## src/rtl/uart_pkg.sv

```systemverilog
// Shared UART definitions used by the transmit and receive paths.
package uart_pkg;

    typedef enum logic [2:0] {
        IDLE,
        START,
        DATA,
        PARITY,
        STOP
    } tx_state_e;

    localparam logic PAR_EVEN = 1'b0;
    localparam logic PAR_ODD  = 1'b1;

    localparam int DEF_DATA_WIDTH = 8;

endpackage

```

## src/rtl/tx_bit_timer.sv

```systemverilog
// Bit-period timer for the UART transmitter.
// Produces a strobe in the last clock of each bit and tracks the data bit index.
module tx_bit_timer #(
    parameter int PRESCALE_WIDTH = 6,
    parameter int BIT_W          = 3,
    parameter int LAST_BIT       = 7
) (
    input  logic                      clk,
    input  logic                      rst_n,
    input  logic                      run_i,
    input  logic                      clr_i,
    input  logic                      bit_adv_i,
    input  logic [PRESCALE_WIDTH-1:0] prescale_i,
    output logic                      bit_done_o,
    output logic [BIT_W-1:0]          bit_idx_o
);

    logic [PRESCALE_WIDTH-1:0] cyc_q, cyc_d;
    logic [BIT_W-1:0]          bit_q, bit_d;
    logic [PRESCALE_WIDTH-1:0] last_cyc;

    // A prescale of zero behaves as one clock per bit
    assign last_cyc   = (prescale_i == '0) ? '0
                      : prescale_i - PRESCALE_WIDTH'(1);
    assign bit_done_o = run_i && (cyc_q == last_cyc);
    assign bit_idx_o  = bit_q;

    always_comb begin
        cyc_d = cyc_q;
        bit_d = bit_q;
        if (clr_i) begin
            cyc_d = '0;
            bit_d = '0;
        end else if (run_i) begin
            if (bit_done_o) begin
                cyc_d = '0;
                if (bit_adv_i) begin
                    bit_d = (bit_q == BIT_W'(LAST_BIT)) ? '0
                          : bit_q + BIT_W'(1);
                end
            end else begin
                cyc_d = cyc_q + PRESCALE_WIDTH'(1);
            end
        end
    end

    always_ff @(posedge clk or negedge rst_n) begin
        if (!rst_n) begin
            cyc_q <= '0;
            bit_q <= '0;
        end else begin
            cyc_q <= cyc_d;
            bit_q <= bit_d;
        end
    end

endmodule

```

## src/rtl/uart_tx_frame.sv

```systemverilog
// UART transmitter: one byte per request as start/data/parity/stop frame.
module uart_tx_frame
    import uart_pkg::*;
#(
    parameter int PRESCALE_WIDTH = 6,
    parameter int DATA_WIDTH     = DEF_DATA_WIDTH
) (
    input  logic                      CLK,
    input  logic                      RST,
    input  logic [PRESCALE_WIDTH-1:0] Prescale,
    input  logic [DATA_WIDTH-1:0]     P_DATA,
    input  logic                      Data_Valid,
    input  logic                      PAR_EN,
    input  logic                      PAR_TYP,
    output logic                      TX_OUT,
    output logic                      Busy
);

    localparam int BIT_W = (DATA_WIDTH > 1) ? $clog2(DATA_WIDTH) : 1;

    tx_state_e                 state_q, state_d;
    logic [DATA_WIDTH-1:0]     data_q, data_d;
    logic                      par_en_q, par_en_d;
    logic                      par_q, par_d;
    logic [PRESCALE_WIDTH-1:0] pre_q, pre_d;
    logic                      tx_q, tx_d;
    logic                      busy_q, busy_d;

    logic                      accept;
    logic                      bit_done;
    logic [BIT_W-1:0]          bit_idx;

    // Registered Busy gates the request, so a frame can't restart on the
    // same edge that ends the previous one
    assign accept = Data_Valid && !busy_q;

    tx_bit_timer #(
        .PRESCALE_WIDTH(PRESCALE_WIDTH),
        .BIT_W         (BIT_W),
        .LAST_BIT      (DATA_WIDTH - 1)
    ) u_timer (
        .clk       (CLK),
        .rst_n     (RST),
        .run_i     (state_q != IDLE),
        .clr_i     (accept),
        .bit_adv_i (state_q == DATA),
        .prescale_i(pre_q),
        .bit_done_o(bit_done),
        .bit_idx_o (bit_idx)
    );

    always_comb begin
        state_d  = state_q;
        data_d   = data_q;
        par_en_d = par_en_q;
        par_d    = par_q;
        pre_d    = pre_q;
        tx_d     = tx_q;
        busy_d   = busy_q;
        unique case (state_q)
            IDLE: begin
                tx_d = 1'b1;
                if (accept) begin
                    data_d   = P_DATA;
                    par_en_d = PAR_EN;
                    par_d    = (^P_DATA) ^ PAR_TYP;
                    pre_d    = Prescale;
                    state_d  = START;
                    tx_d     = 1'b0;
                    busy_d   = 1'b1;
                end
            end
            START: begin
                if (bit_done) begin
                    state_d = DATA;
                    tx_d    = data_q[0];
                    data_d  = data_q >> 1;
                end
            end
            DATA: begin
                if (bit_done) begin
                    if (bit_idx == BIT_W'(DATA_WIDTH - 1)) begin
                        state_d = par_en_q ? PARITY : STOP;
                        tx_d    = par_en_q ? par_q : 1'b1;
                    end else begin
                        tx_d   = data_q[0];
                        data_d = data_q >> 1;
                    end
                end
            end
            PARITY: begin
                if (bit_done) begin
                    state_d = STOP;
                    tx_d    = 1'b1;
                end
            end
            STOP: begin
                if (bit_done) begin
                    state_d = IDLE;
                    tx_d    = 1'b1;
                    busy_d  = 1'b0;
                end
            end
            default: begin
                state_d = IDLE;
                tx_d    = 1'b1;
                busy_d  = 1'b0;
            end
        endcase
    end

    always_ff @(posedge CLK or negedge RST) begin
        if (!RST) begin
            state_q  <= IDLE;
            data_q   <= '0;
            par_en_q <= 1'b0;
            par_q    <= 1'b0;
            pre_q    <= '0;
            tx_q     <= 1'b1;
            busy_q   <= 1'b0;
        end else begin
            state_q  <= state_d;
            data_q   <= data_d;
            par_en_q <= par_en_d;
            par_q    <= par_d;
            pre_q    <= pre_d;
            tx_q     <= tx_d;
            busy_q   <= busy_d;
        end
    end

    assign TX_OUT = tx_q;
    assign Busy   = busy_q;

endmodule

```

## config.mk

```make
export PLATFORM = sky130hd
export DESIGN_NAME = uart_tx_frame
export DESIGN_NICKNAME = d
export VERILOG_FILES = /design/src/rtl/uart_pkg.sv /design/src/rtl/tx_bit_timer.sv /design/src/rtl/uart_tx_frame.sv
export SDC_FILE = /design/constraint.sdc
export NUM_CORES = 1
export LEC_CHECK = 0
export CORE_MARGIN = 10
export CORE_UTILIZATION = 56
export DETAILED_ROUTE_END_ITERATION = 12
export PLACE_DENSITY = 0.79
export SLEW_MARGIN = 5
export SYNTH_ARGS = -nofsm -noshare
export SYNTH_HDL_FRONTEND = slang
export SYNTH_SLANG_ARGS = --single-unit
```

## constraint.sdc

```tcl
create_clock -name CLK -period 2.88 [get_ports CLK]
set_input_delay 0.288 -clock CLK [delete_from_list [all_inputs] [get_ports CLK]]
set_output_delay 0.288 -clock CLK [all_outputs]
set_load 0.01 [all_outputs]
```

==> results.sh <==
export IMPL_status="finished, final reports clean"
export IMPL_clock_latency_ns=0.34
export IMPL_p_per_area_nw_per_um2=345
export IMPL_place_area_sq_um=2210
export IMPL_fillCellCount=296
export IMPL_syn_num_nets=236
export IMPL_drc=0
export IMPL_grt_pass1_wl_mm=8.12
export IMPL_gp_congestion=0.917
export IMPL_yosys_cell_types_count=48
export IMPL_ff2ff_setup_slack_ns=0.16
export IMPL_fin_setup_tns_ns=0
export IMPL_slew_violations=0
export IMPL_core_rowCount=21
export IMPL_final_common_cell="dfrtp_1"
export IMPL_clock_fmax_mhz=368
export IMPL_initial_utilization=0.586
export IMPL_max_slew_margin=0.395
export IMPL_ys_seq_elements=30
export IMPL_cts_max_level=2
export IMPL_ys_flop_type="dfrtp_1"
export IMPL_cts_buffer_depth=2
export IMPL_min_period_ns=2.72
export IMPL_dr_total_vias=1707
export IMPL_numCtsBuffers=5
export IMPL_dr_first_iter_drc_count=118
export IMPL_syn2layout_area_growth_pct=15.2
export IMPL_crit_path_start_kind="register"
export IMPL_endpoint_kind="register"
export IMPL_yosys_warnings=0
export IMPL_path_class="register to register"
export IMPL_grt_antenna_before_repair=0
export IMPL_clkSlewWorstSetupHoldPaths_ns=0.10
export IMPL_ir_drop_v=0.000279
export IMPL_grt_max_degree=31
export IMPL_crit_reg2reg_launch="pre_q[0]"
export IMPL_nets=256
export IMPL_ys_seq_area_frac=0.382
export IMPL_finalHoldViolCount=0
export IMPL_fin_area_sq_um=2270
export IMPL_layout_common_cells="dfrtp_1, clkdlybuf4s50_1, nand2_1"
export IMPL_hold_class="input port to asynchronous set/reset pin"
export IMPL_p_leak_uw=0.000898
export IMPL_maxCapViolCount=0
export IMPL_cts_setup_buffers=0
export IMPL_dp_hpwl_mm=3.46
export IMPL_n_antenna_cell=0
export IMPL_syn_cell_area_sq_um=1970
export IMPL_crit_arrival_ns=2.92
export IMPL_io_buffers=20
export IMPL_ctsHoldBuffers=0
export IMPL_grtUsageTotal=0.160
export IMPL_fin_util=0.675
export IMPL_first_global_vias=1807
export IMPL_routed_via_density=6.10
export IMPL_crit_start="pre_q[0]"
export IMPL_firstDrtPassIters=4
export IMPL_wire_per_inst_microns=16.9
export IMPL_gr_total_overflow=0
export IMPL_period_share=0.943
export IMPL_cts_resized=0
export IMPL_critPathMaxFanout=14
export IMPL_async_reset_ff_frac=1.00
export IMPL_dieHeight_microns=79.3
export IMPL_cts_root_buf="clkbuf_4"
export IMPL_fin_hold_ws_ns=0.330
export IMPL_coreArea_sq_um=3360
export IMPL_tightest_slew_ns=0.907
export IMPL_io_pins=21
export IMPL_p_total_uw=784
export IMPL_rsz0062_at_grt="no"
export IMPL_crit_required_ns=3.08
export IMPL_cts_tree="done"
export IMPL_avgSynthCellArea_sq_um=9.25
export IMPL_setup_violations=0
export IMPL_synth_enable_flop_cells=0
export IMPL_die_area_sq_um=6290
export IMPL_postRouteAntennaNets=0
export IMPL_final_layout_size_suffix_gt1_frac=0.145
export IMPL_drt_wl_total_mm=4.72
export IMPL_ff2ff_path_depth=8
export IMPL_clkSinkCount=30
export IMPL_syn_inst=213
export IMPL_die_w_microns=79.3
export IMPL_clock_skew_ns=0.0110
## path summary, 6_finish.rpt
kind | endpoint
worst min register to register | par_q
worst min-delay path | par_en_q
min in group CLK | par_q
worst max-delay path | data_q[1]
max in group asynchronous | TX_OUT
worst max register to register | data_q[1]
## registers in the layout, summed over array words and instances, names as in the netlist
signal / count
state_q: 3
TX_OUT: 1
Busy: 1
u_timer.cyc_q: 6
par_q: 1
pre_q: 6
data_q: 8
u_timer.bit_idx_o: 3
par_en_q: 1
## per-layer routing
metal / track usage / share of wire / vias to the layer above
li1: - / - / 821
met1: 0.181 / 0.41 / 810
met2: 0.268 / 0.50 / 62
met3: 0.0372 / 0.068 / 14
met4: 0.0914 / 0.020 / 0
met5: 0 / 0 / -
## cell type report
class	instances	area, sq um	area share
Clock inverter	1	5.00	0.00220
Sequential cell	30	752	0.331
Clock buffer	7	55.1	0.0242
Timing Repair Buffer	27	253	0.111
Multi-Input combinational cell	164	1130	0.498
Tap cell	46	57.6	0.0253
Inverter	5	18.8	0.00826
## kinds of logic after synthesis
| logic type | count (synthesis) | synth area share |
|---|---|---|
| multiplexers | 10 | 0.0565 |
| AND/OR/NAND/NOR | 82 | 0.235 |
| flip-flops | 30 | 0.382 |
| AO/OA/AOI/OAI | 53 | 0.190 |
| adder cells (fa/ha/maj) | 4 | 0.0254 |
| XOR/XNOR | 15 | 0.0667 |
| buffers and inverters | 19 | 0.0451 |
## worst max-delay path, cell delays in order, from the launching register on
cell	delay, ns
dfrtp_1	0.45
inv_1	0.09
ha_1	0.21
or4b_4	0.49
nor3_2	0.17
o21ai_1	0.10
or3_1	0.54
nor2_4	0.37
o211ai_1	0.17
## synth_stat cells, types with 5 or more instances
cell | number | share of area
nand2b_1 | 5 | 0.016
nand3_1 | 11 | 0.028
a21oi_1 | 13 | 0.033
nor3_1 | 10 | 0.025
nor2b_1 | 10 | 0.032
dfrtp_1 | 29 | 0.37
a31oi_1 | 7 | 0.022
nand2_1 | 15 | 0.029
or3_1 | 5 | 0.016
xnor2_1 | 11 | 0.049
clkbuf_1 | 9 | 0.017
mux2_2 | 8 | 0.046
inv_1 | 5 | 0.0095
and3_1 | 7 | 0.022
## power breakdown
part           internal [uW]  total, uW  switching, uW  leakage, uW
logic                   45.9       83.9           38.0     0.000507
registers                427        434           7.60     0.000355
clock network            118        266            148    0.0000353
## through the flow
| step | setup WS, ns | std cells |
|---|---|---|
| final | 0.164 | 280 |
| after global routing | 0.0328 | 280 |
| after CTS | 0.162 | 280 |
| after floorplan | 0.450 | 213 |
| after global placement | 0.293 | 272 |
| after detailed placement | 0.172 | 272 |
(Power assumes the default switching activity.)
